[src/rtl/seg_pkg.sv]
// Shared 7-segment definitions: active-low segment codes (bit7..bit1 = a..g,
// bit0 = dp) and the display frame payload.
package seg_pkg;

    localparam int unsigned NUM_DIGITS = 8;
    localparam int unsigned NIB_W      = 4;
    localparam int unsigned DATA_W     = NUM_DIGITS * NIB_W;
    localparam int unsigned IDX_W      = 3;

    typedef logic [7:0] seg_t;

    localparam seg_t SEG_OFF = 8'hFF;

    // Nibble -> segment code with dp off; entry 15 first, entry 0 last.
    localparam logic [15:0][7:0] SEG_TABLE = {
        8'h71, 8'h61, 8'h85, 8'h63, 8'hC1, 8'h11, 8'h19, 8'h01,
        8'h1F, 8'h41, 8'h49, 8'h99, 8'h0D, 8'h25, 8'h9F, 8'h03
    };

    typedef struct packed {
        logic [DATA_W-1:0]     data;
        logic [NUM_DIGITS-1:0] dp;
        logic [NUM_DIGITS-1:0] blank;
    } frame_t;

endpackage

[src/rtl/hex_to_seg.sv]
// Combinational hex nibble to active-low 7-segment code (dp off).
module hex_to_seg
    import seg_pkg::*;
(
    input  logic [NIB_W-1:0] nib_i,
    output seg_t             seg_c_o
);

    // Table lookup
    assign seg_c_o = SEG_TABLE[nib_i];

endmodule

[src/rtl/seg_scan_decode.sv]
// Eight-digit time-multiplexed common-anode 7-segment driver.
// New frames are staged in a pending register and committed to the shadow
// register only at the 7->0 index wrap, so a frame never tears mid-scan.
// Optional macro SCAN_GHOST_BLANK_EN: blank c/en for the first GHOST_CYC
// divider counts of every digit slot to suppress ghosting.
module seg_scan_decode
    import seg_pkg::*;
#(
    parameter int unsigned CLK_DIV   = 50000,
    parameter int unsigned GHOST_CYC = 16
) (
    input  logic                  clk,
    input  logic                  rst_n,
    input  logic [DATA_W-1:0]     data,
    input  logic [NUM_DIGITS-1:0] dp,
    input  logic [NUM_DIGITS-1:0] blank,
    input  logic                  load,
    output logic                  upd_done,
    output seg_t                  c,
    output logic [NUM_DIGITS-1:0] en
);

    localparam int unsigned DIV_W = (CLK_DIV > 2) ? $clog2(CLK_DIV) : 1;

`ifdef SCAN_GHOST_BLANK_EN
    localparam bit GHOST_ON = 1'b1;
`else
    localparam bit GHOST_ON = 1'b0;
`endif

    logic [DIV_W-1:0]      div_q, div_d;
    logic [IDX_W-1:0]      idx_q, idx_d;
    frame_t                pend_q, pend_d;
    logic                  pend_vld_q, pend_vld_d;
    frame_t                shad_q, shad_d;
    logic                  upd_q, upd_d;
    seg_t                  c_q, c_d;
    logic [NUM_DIGITS-1:0] en_q, en_d;

    logic                  div_end_c;
    logic                  wrap_c;
    logic                  ghost_c;
    logic [NIB_W-1:0]      nib_c;
    seg_t                  seg_c;

    // Current digit's nibble decoded through the shared table
    hex_to_seg u_hex_to_seg (
        .nib_i   (nib_c),
        .seg_c_o (seg_c)
    );

    // Next-state for divider, index, frame staging and registered outputs
    always_comb begin
        div_end_c  = (div_q == DIV_W'(CLK_DIV - 1));
        wrap_c     = div_end_c && (idx_q == IDX_W'(NUM_DIGITS - 1));
        ghost_c    = GHOST_ON && (div_q < DIV_W'(GHOST_CYC));
        nib_c      = shad_q.data[{idx_q, 2'b00} +: NIB_W];

        div_d      = div_end_c ? '0 : div_q + DIV_W'(1);
        idx_d      = div_end_c ? idx_q + IDX_W'(1) : idx_q;
        pend_d     = pend_q;
        pend_vld_d = pend_vld_q & ~wrap_c;
        shad_d     = shad_q;
        upd_d      = 1'b0;
        en_d       = ~(NUM_DIGITS'(1) << idx_q);
        c_d        = {seg_c[7:1], seg_c[0] & ~shad_q.dp[idx_q]};

        // A load on the wrap cycle stays pending; the older pending frame commits
        if (wrap_c && pend_vld_q) begin
            shad_d = pend_q;
            upd_d  = 1'b1;
        end
        if (load) begin
            pend_d     = '{data: data, dp: dp, blank: blank};
            pend_vld_d = 1'b1;
        end

        if (shad_q.blank[idx_q]) begin
            c_d = SEG_OFF;
        end
        if (ghost_c) begin
            c_d  = SEG_OFF;
            en_d = '1;
        end
    end

    // State and output registers
    always_ff @(posedge clk or negedge rst_n) begin
        if (!rst_n) begin
            div_q      <= '0;
            idx_q      <= '0;
            pend_q     <= '0;
            pend_vld_q <= 1'b0;
            shad_q     <= '0;
            upd_q      <= 1'b0;
            c_q        <= SEG_OFF;
            en_q       <= '1;
        end else begin
            div_q      <= div_d;
            idx_q      <= idx_d;
            pend_q     <= pend_d;
            pend_vld_q <= pend_vld_d;
            shad_q     <= shad_d;
            upd_q      <= upd_d;
            c_q        <= c_d;
            en_q       <= en_d;
        end
    end

    assign upd_done = upd_q;
    assign c        = c_q;
    assign en       = en_q;

endmodule

[config.mk]
export PLATFORM = sky130hd
export DESIGN_NAME = seg_scan_decode
export DESIGN_NICKNAME = d
export VERILOG_FILES = /design/src/rtl/seg_pkg.sv /design/src/rtl/hex_to_seg.sv /design/src/rtl/seg_scan_decode.sv
export SDC_FILE = /design/constraint.sdc
export NUM_CORES = 1
export LEC_CHECK = 0
export ABC_AREA = 1
export CAP_MARGIN = 20
export CORE_MARGIN = 2
export CORE_UTILIZATION = 25
export CTS_CLUSTER_SIZE = 12
export DETAILED_ROUTE_END_ITERATION = 10
export GPL_TIMING_DRIVEN = 0
export HOLD_SLACK_MARGIN = 0.05
export PLACE_DENSITY = 0.42
export SYNTH_ARGS = -nofsm -noshare
export SYNTH_HDL_FRONTEND = slang
export SYNTH_HIERARCHICAL = 1
export SYNTH_SLANG_ARGS = --single-unit
[constraint.sdc]
create_clock -name clk -period 2.3 [get_ports clk]
set_clock_uncertainty 0.2 [all_clocks]
set_input_delay 0.23 -clock clk [delete_from_list [all_inputs] [get_ports clk]]
set_output_delay 0.23 -clock clk [all_outputs]
set_load 0.03 [all_outputs]
## After elaboration in Yosys (flattened, before gate mapping)

Memory sizes are Yosys's and may differ from the RTL's.
Cells that the tools add are included.

- Add/sub/neg operators: 2
- Multiply operators: 0
- Div/mod/pow operators: 0
- $lt $le $gt $ge: 2
- Eq/ne operators: 2
- Shift operators: 2
- Muxes and demuxes: 9
- Bitwise logic cells: 5
- Reductions and logical operators: 2

Operators with widths:

| kind | count |
|---|---|
| $shiftx A32 B6 Y4 | 1 |
| $add A16 B1 Y16 const B | 1 |
| $eq A16 B16 Y1 const B | 1 |
| $mux W16 | 1 |
| $mux W8 | 2 |
| $not A8 Y8 | 1 |
| $shl A1 B3 Y8 const A | 1 |
| $bmux W1 S3 | 2 |
| $lt A4 B5 Y1 const B | 1 |
| $lt A3 B4 Y1 const B | 1 |
| $mux W1 | 4 |
| $add A3 B1 Y3 const B | 1 |
| $eq A3 B3 Y1 const B | 1 |
| $and A1 B1 Y1 | 2 |
| $logic_and A1 B1 Y1 | 2 |
| $not A1 Y1 | 2 |

- Flip-flop bits (word level): 133
- Bits in latches: 0
- Bits in writable memories: 0
- Bits in read-only memories: 128
- Output and inout bits: 17
- Word-level logic and storage cells: 37
- Memories kept: 1

Memory list:

| memory | words | bits a word | read ports | clocked after memory_dff | wr ports | line | RTL |
|---|---|---|---|---|---|---|---|
| (no name shown) | 16 | 8 | 1 | 0 | 0 | hex_to_seg.sv:10 | `assign seg_c_o = SEG_TABLE[nib_i];` |

## Logic depth before layout (Yosys ltp)

- Word-level depth: 5
- Gate-level depth with buffers: 15
- Gate-level depth less buffers: 14

## Hierarchy

The synthesis kept the hierarchy.

By module, submodules not included:

| module | times used | cells an instance | area an instance (um^2) |
|---|---|---|---|
| seg_scan_decode | 1 | 695 | 5893.2 |
| hex_to_seg | 1 | 52 | 275.3 |

## Worst setup path before layout

OpenSTA, ideal clock, no wires.

- Path type: register -> register
- From: reg idx_q[0]
- To: reg c_q[4] (netlist: c[4])
- Setup time: 0.063 ns
- Data arrival time: 1.944 ns
- Data required time: 2.037 ns
- Slack: 0.093 ns
- Cell stages (with the launch flop): 16
- Path buffers: 1
- Clock period less this slack: 2.207 ns
- Cells stage by stage: dfrtp_1 > inv_1 > clkbuf_1 > o21ai_0 > o22ai_1 > nand2_1 > nand2_1 > inv_1 > ha_1 > inv_1 > nand2_1 > nand2_1 > nand2_1 > nand2_1 > inv_1 > nand2_1

- Word-level cells in the longest chain between the ends: 4

Ends and longest elaborated chain:

| what | line | RTL |
|---|---|---|
| from (decl) | seg_scan_decode.sv:32 | `logic [IDX_W-1:0] idx_q, idx_d;` |
| from (signal assigned) | seg_scan_decode.sv:100 | `idx_q <= idx_d;` |
| $shiftx A32 B6 Y4 | seg_scan_decode.sv:57 | `nib_c = shad_q.data[{idx_q, 2'b00} +: NIB_W];` |
| named net nib_c[0] | seg_scan_decode.sv:43 | `logic [NIB_W-1:0] nib_c;` |
| $mem_v2 Z16 W8 | n/a |  |
| $mux W8 (implied by the code) | hex_to_seg.sv:10 |  |
| named net seg_c[4] | seg_scan_decode.sv:44 | `seg_t seg_c;` |
| $mux W8 | seg_scan_decode.sv:78 | `if (shad_q.blank[idx_q]) begin` |
| named net c_d[4] | seg_scan_decode.sv:37 | `seg_t c_q, c_d;` |
| to (signal assigned) | seg_scan_decode.sv:96 | `c_q <= SEG_OFF;` |
| to (signal assigned) | seg_scan_decode.sv:105 | `c_q <= c_d;` |
| to (decl) | seg_scan_decode.sv:37 |  |

The timed path passes the listed nets, and every way through them passes these cells. The select of a mux whose other input is x is not followed.
A chain may end at the register's enable or synchronous reset.

## Final worst setup path

- From: reg idx_q[0]
- To: reg c_q[1] (netlist: c[1])

Same word-level chain as after synthesis.

==> run_results.csv <==
group,metric,value,unit
outcome,status,"complete, no violations",
final_layout,final_net_count,905,
cts,cts_buffers,17,
synthesis,ys_seq_area_frac,0.543,
floorplanning,die-area,25900,µm²
final_layout,stdcell_area,7980,µm²
floorplanning,die_w,161,µm
min_path,hold_path.class,"in2reg",
synthesis,yosysUniqueCellTypes,30,
routing,drt_iter0_markers,224,
cts,h-tree-depth,4,
power_and_ir_drop,peakVddDrop,0.347,mV
placed_design,gp_congestion,0.783,
global_routing,antenna_found_initial,0,
synthesis,synth_xor_area_frac,0.00852,
routing,wire_per_inst,13.5,µm
synthesis,ys_warn_count,6,
sta,rsz0062_at_grt,"yes",
sta,worst_slew_pin_slew,0.747,ns
global_routing,overflow,0,
sta,final_max_slew_viol_count,0,
cts,insertion_delay,0.42,ns
routing,vias,4912,
cts,cts_tree,"yes",
global_routing,gr-usage-all-layers,0.131,
synthesis,synth-compound-area-share,0.0351,
sta,finalSetupViolations,0,
worst_setup_path,crit_path_max_fanout,10,
placed_design,io_buffers,67,
cts,path_clk_slew,0.06,ns
synthesis,synth-simple-area-share,0.323,
sta,max_freq,0.468,GHz
synthesis,synthMuxAreaShare,0,
floorplanning,die_h,161,µm
worst_setup_path,cp.arrival,2.28,ns
sta,hold_violations,0,
floorplanning,io_pins,68,
placed_design,place.detailed.hpwl,11.1,mm
floorplanning,coreArea,24200,µm²
synthesis,ys_seq_elements,133,
run,cap_violations,0,
cts,cts_sinks,133,
sta,min_period,2.14,ns
worst_setup_path,crit_type,"reg2reg",
worst_setup_path,startpoint_type,"flop",
routing,wl,15.9,mm
synthesis,synth_area_leader_cell,"dfrtp_1",
placed_design,place_inst,1139,
routing,drt-met1-wl,8.19,mm
global_routing,grt_pass1_wl,26.8,mm
floorplanning,start_util,0.254,
power_and_ir_drop,leakagePower,4.02,nW
global_routing,grt_max_degree,77,
sta,fin_crit_sh,0.930,
worst_setup_path,end_kind,"flop",
placed_design,place_area,7270,µm²
routing,firstDrtPassIters,4,
final_layout,drive_gt1_frac,0.129,
synthesis,synth.area.top_cells,"dfrtp_1 (47%), nand2_1 (19%), dfstp_2 (6.8%)",
synthesis,synthCells,747,
synthesis,syn-num-nets,811,
synthesis,synth_top_cell_area_share,0.475,
final_layout,antenna_cells,0,
sta,slew_headroom,0.502,
floorplanning,row_count,57,
routing,wl_met2,7.10,mm
worst_setup_path,critPathRequiredTime,2.44,ns
routing,dr.max_layer_used,"met4",
final_layout,final_cell_count_no_fill,1178,
routing,wl_met3,409,µm
final_layout,area_delta_synth_final,29.4,%
synthesis,synth_top_family_by_area,"simple AND/OR/NAND/NOR gates",
global_routing,grt_pass1_vias,5118,
routing,via_per_inst,4.17,
synthesis,syn_area_per_cell,8.26,µm²
final_layout,n_fill_cell,2673,
power_and_ir_drop,p_per_area,680,nW/µm²
routing,postRouteAntennaNets,0,
cts,clk_path_buf_depth,2,
synthesis,synth_fa_ha_area_frac,0.0264,
cts,cts-root-buf,"clkbuf_16",
routing,drc,0,
synthesis,syn_area,6170,µm²
power by group:
part / total, mW / switching (mW) / internal (mW)
sequential: 2.46 / 0.0449 / 2.42
combinational: 0.250 / 0.131 / 0.119
clock: 2.71 / 1.11 / 1.60
total: 5.42 / 1.28 / 4.14
repair_timing:
item | in CTS | in global routing
hold buffers | 1 | 0
cloned | 0 | 0
resized for setup | 20 | 15
setup buffers | 2 | 5
hold endpoints to repair | 59 | 0
setup endpoints to repair | 36 | 37
pin swaps | 1 | 1
kinds of logic after synthesis:
family	Yosys count
AND/OR/NAND/NOR	469
XOR/XNOR	6
buffers and inverters	85
adder cells (fa/ha/maj)	13
other	1
flip-flops	133
AO/OA/AOI/OAI	40
cell usage after synthesis:
| master | count |
|---|---|
| buf_2 | 7 |
| nand2_2 | 14 |
| inv_2 | 4 |
| ha_1 | 13 |
| nor2_2 | 2 |
| o211ai_1 | 2 |
| nand3_1 | 22 |
| buf_4 | 1 |
| xor2_1 | 5 |
| o21ai_1 | 1 |
| inv_1 | 37 |
| buf_6 | 8 |
| conb_1 | 1 |
| dfstp_2 | 16 |
| nand4_1 | 50 |
| buf_1 | 1 |
| nor3_1 | 6 |
| a21oi_1 | 4 |
| nand2_1 | 320 |
| dfrtp_1 | 117 |
| nor2_4 | 1 |
| a31oi_1 | 1 |
| o21ai_0 | 24 |
| nand4_2 | 1 |
| clkinv_1 | 3 |
| o22ai_1 | 8 |
| nor2_1 | 52 |
| xnor2_1 | 1 |
| clkbuf_1 | 24 |
| nor2_8 | 1 |
cell type report:
class                   instances  area (µm²)  share of cell area
flip-flops and latches        133        3350               0.420
inverters                      44         170              0.0213
repair buffers                 76         762              0.0955
multi-input cells             529        2450               0.307
clock buffers                  18         429              0.0538
plain buffers                  40         265              0.0332
clock inverters                14         149              0.0187
well taps                     324         405              0.0508
worst max-delay path, stage by stage, from the launching register on:
cell and delay (ns):
dfrtp_2 0.45, buf_4 0.20, o21ai_0 0.16, o22ai_1 0.11, nand2_1 0.08, nand2_2 0.09, buf_4 0.16, ha_1 0.21
nand2_2 0.09, nand2_2 0.06, nor2_1 0.11, nor2_1 0.05, inv_1 0.05, nand2_1 0.05
routing by layer:
layer | vias to the layer above | GRT usage
li1 | 2562 | -
met5 | - | 0
met4 | 0 | 0.0402
met3 | 14 | 0.0272
met1 | 2264 | 0.183
met2 | 72 | 0.205
worst paths after layout:
| check | from | to | slack [ns] | depth (start not counted) |
|---|---|---|---|---|
| max | idx_q[0] | c[1] | 0.16 | 13 |
| min | data[8] | pend_q[24] | 0.14 | 3 |
| max reg2reg | idx_q[0] | c[1] | 0.16 | 13 |
| min reg2reg | div_q[0] | div_q[0] | 0.27 | 1 |
| max in group asynchronous | rst_n | pend_q[20] | 0.94 | 3 |
| min in group asynchronous | rst_n | div_q[2] | 0.21 | 2 |
layout by cell type, fill, tap and decap left out, types with 4 or more instances in the layout:
cell and n:
nor3_1 6, inv_1 33, clkbuf_1 19, a21oi_1 4, o22ai_1 8, o21ai_0 19, nand3_1 22, nor2_1 51
xor2_1 5, buf_2 6, buf_4 9, nand4_1 50, clkinvlp_4 4, clkdlybuf4s50_1 66, nand2_1 318, clkbuf_16 17
inv_2 7, dfstp_2 16, inv_6 5, o21ai_1 6, nand2_2 16, ha_1 12, buf_6 9, dfrtp_1 115
sequential cells by signal, summed over array words and instances, names as in the netlist:
register    cells
div_q          16
pend_vld_q      1
upd_done        1
shad_q         48
idx_q           3
en              8
pend_q         48
c               8
through the flow:
stage / hold slack (ns) / util / power, mW / setup slack [ns] / setup TNS [ns]
6_report: 0.138 / 0.329 / 5.42 / 0.161 / 0
5_1_grt: 0.143 / 0.329 / 5.64 / -0.0135 / -0.0135
4_1_cts: 0.122 / 0.327 / 5.50 / 0.000909 / 0
3_5_place_dp: 0.137 / 0.300 / 2.77 / -0.512 / -3.47
3_3_place_gp: 0.250 / 0.299 / 2.76 / -4.90 / -624.62
2_1_floorplan: -0.266 / - / 2.58 / 0.0935 / 0
Power figures use the tool's default switching activity.
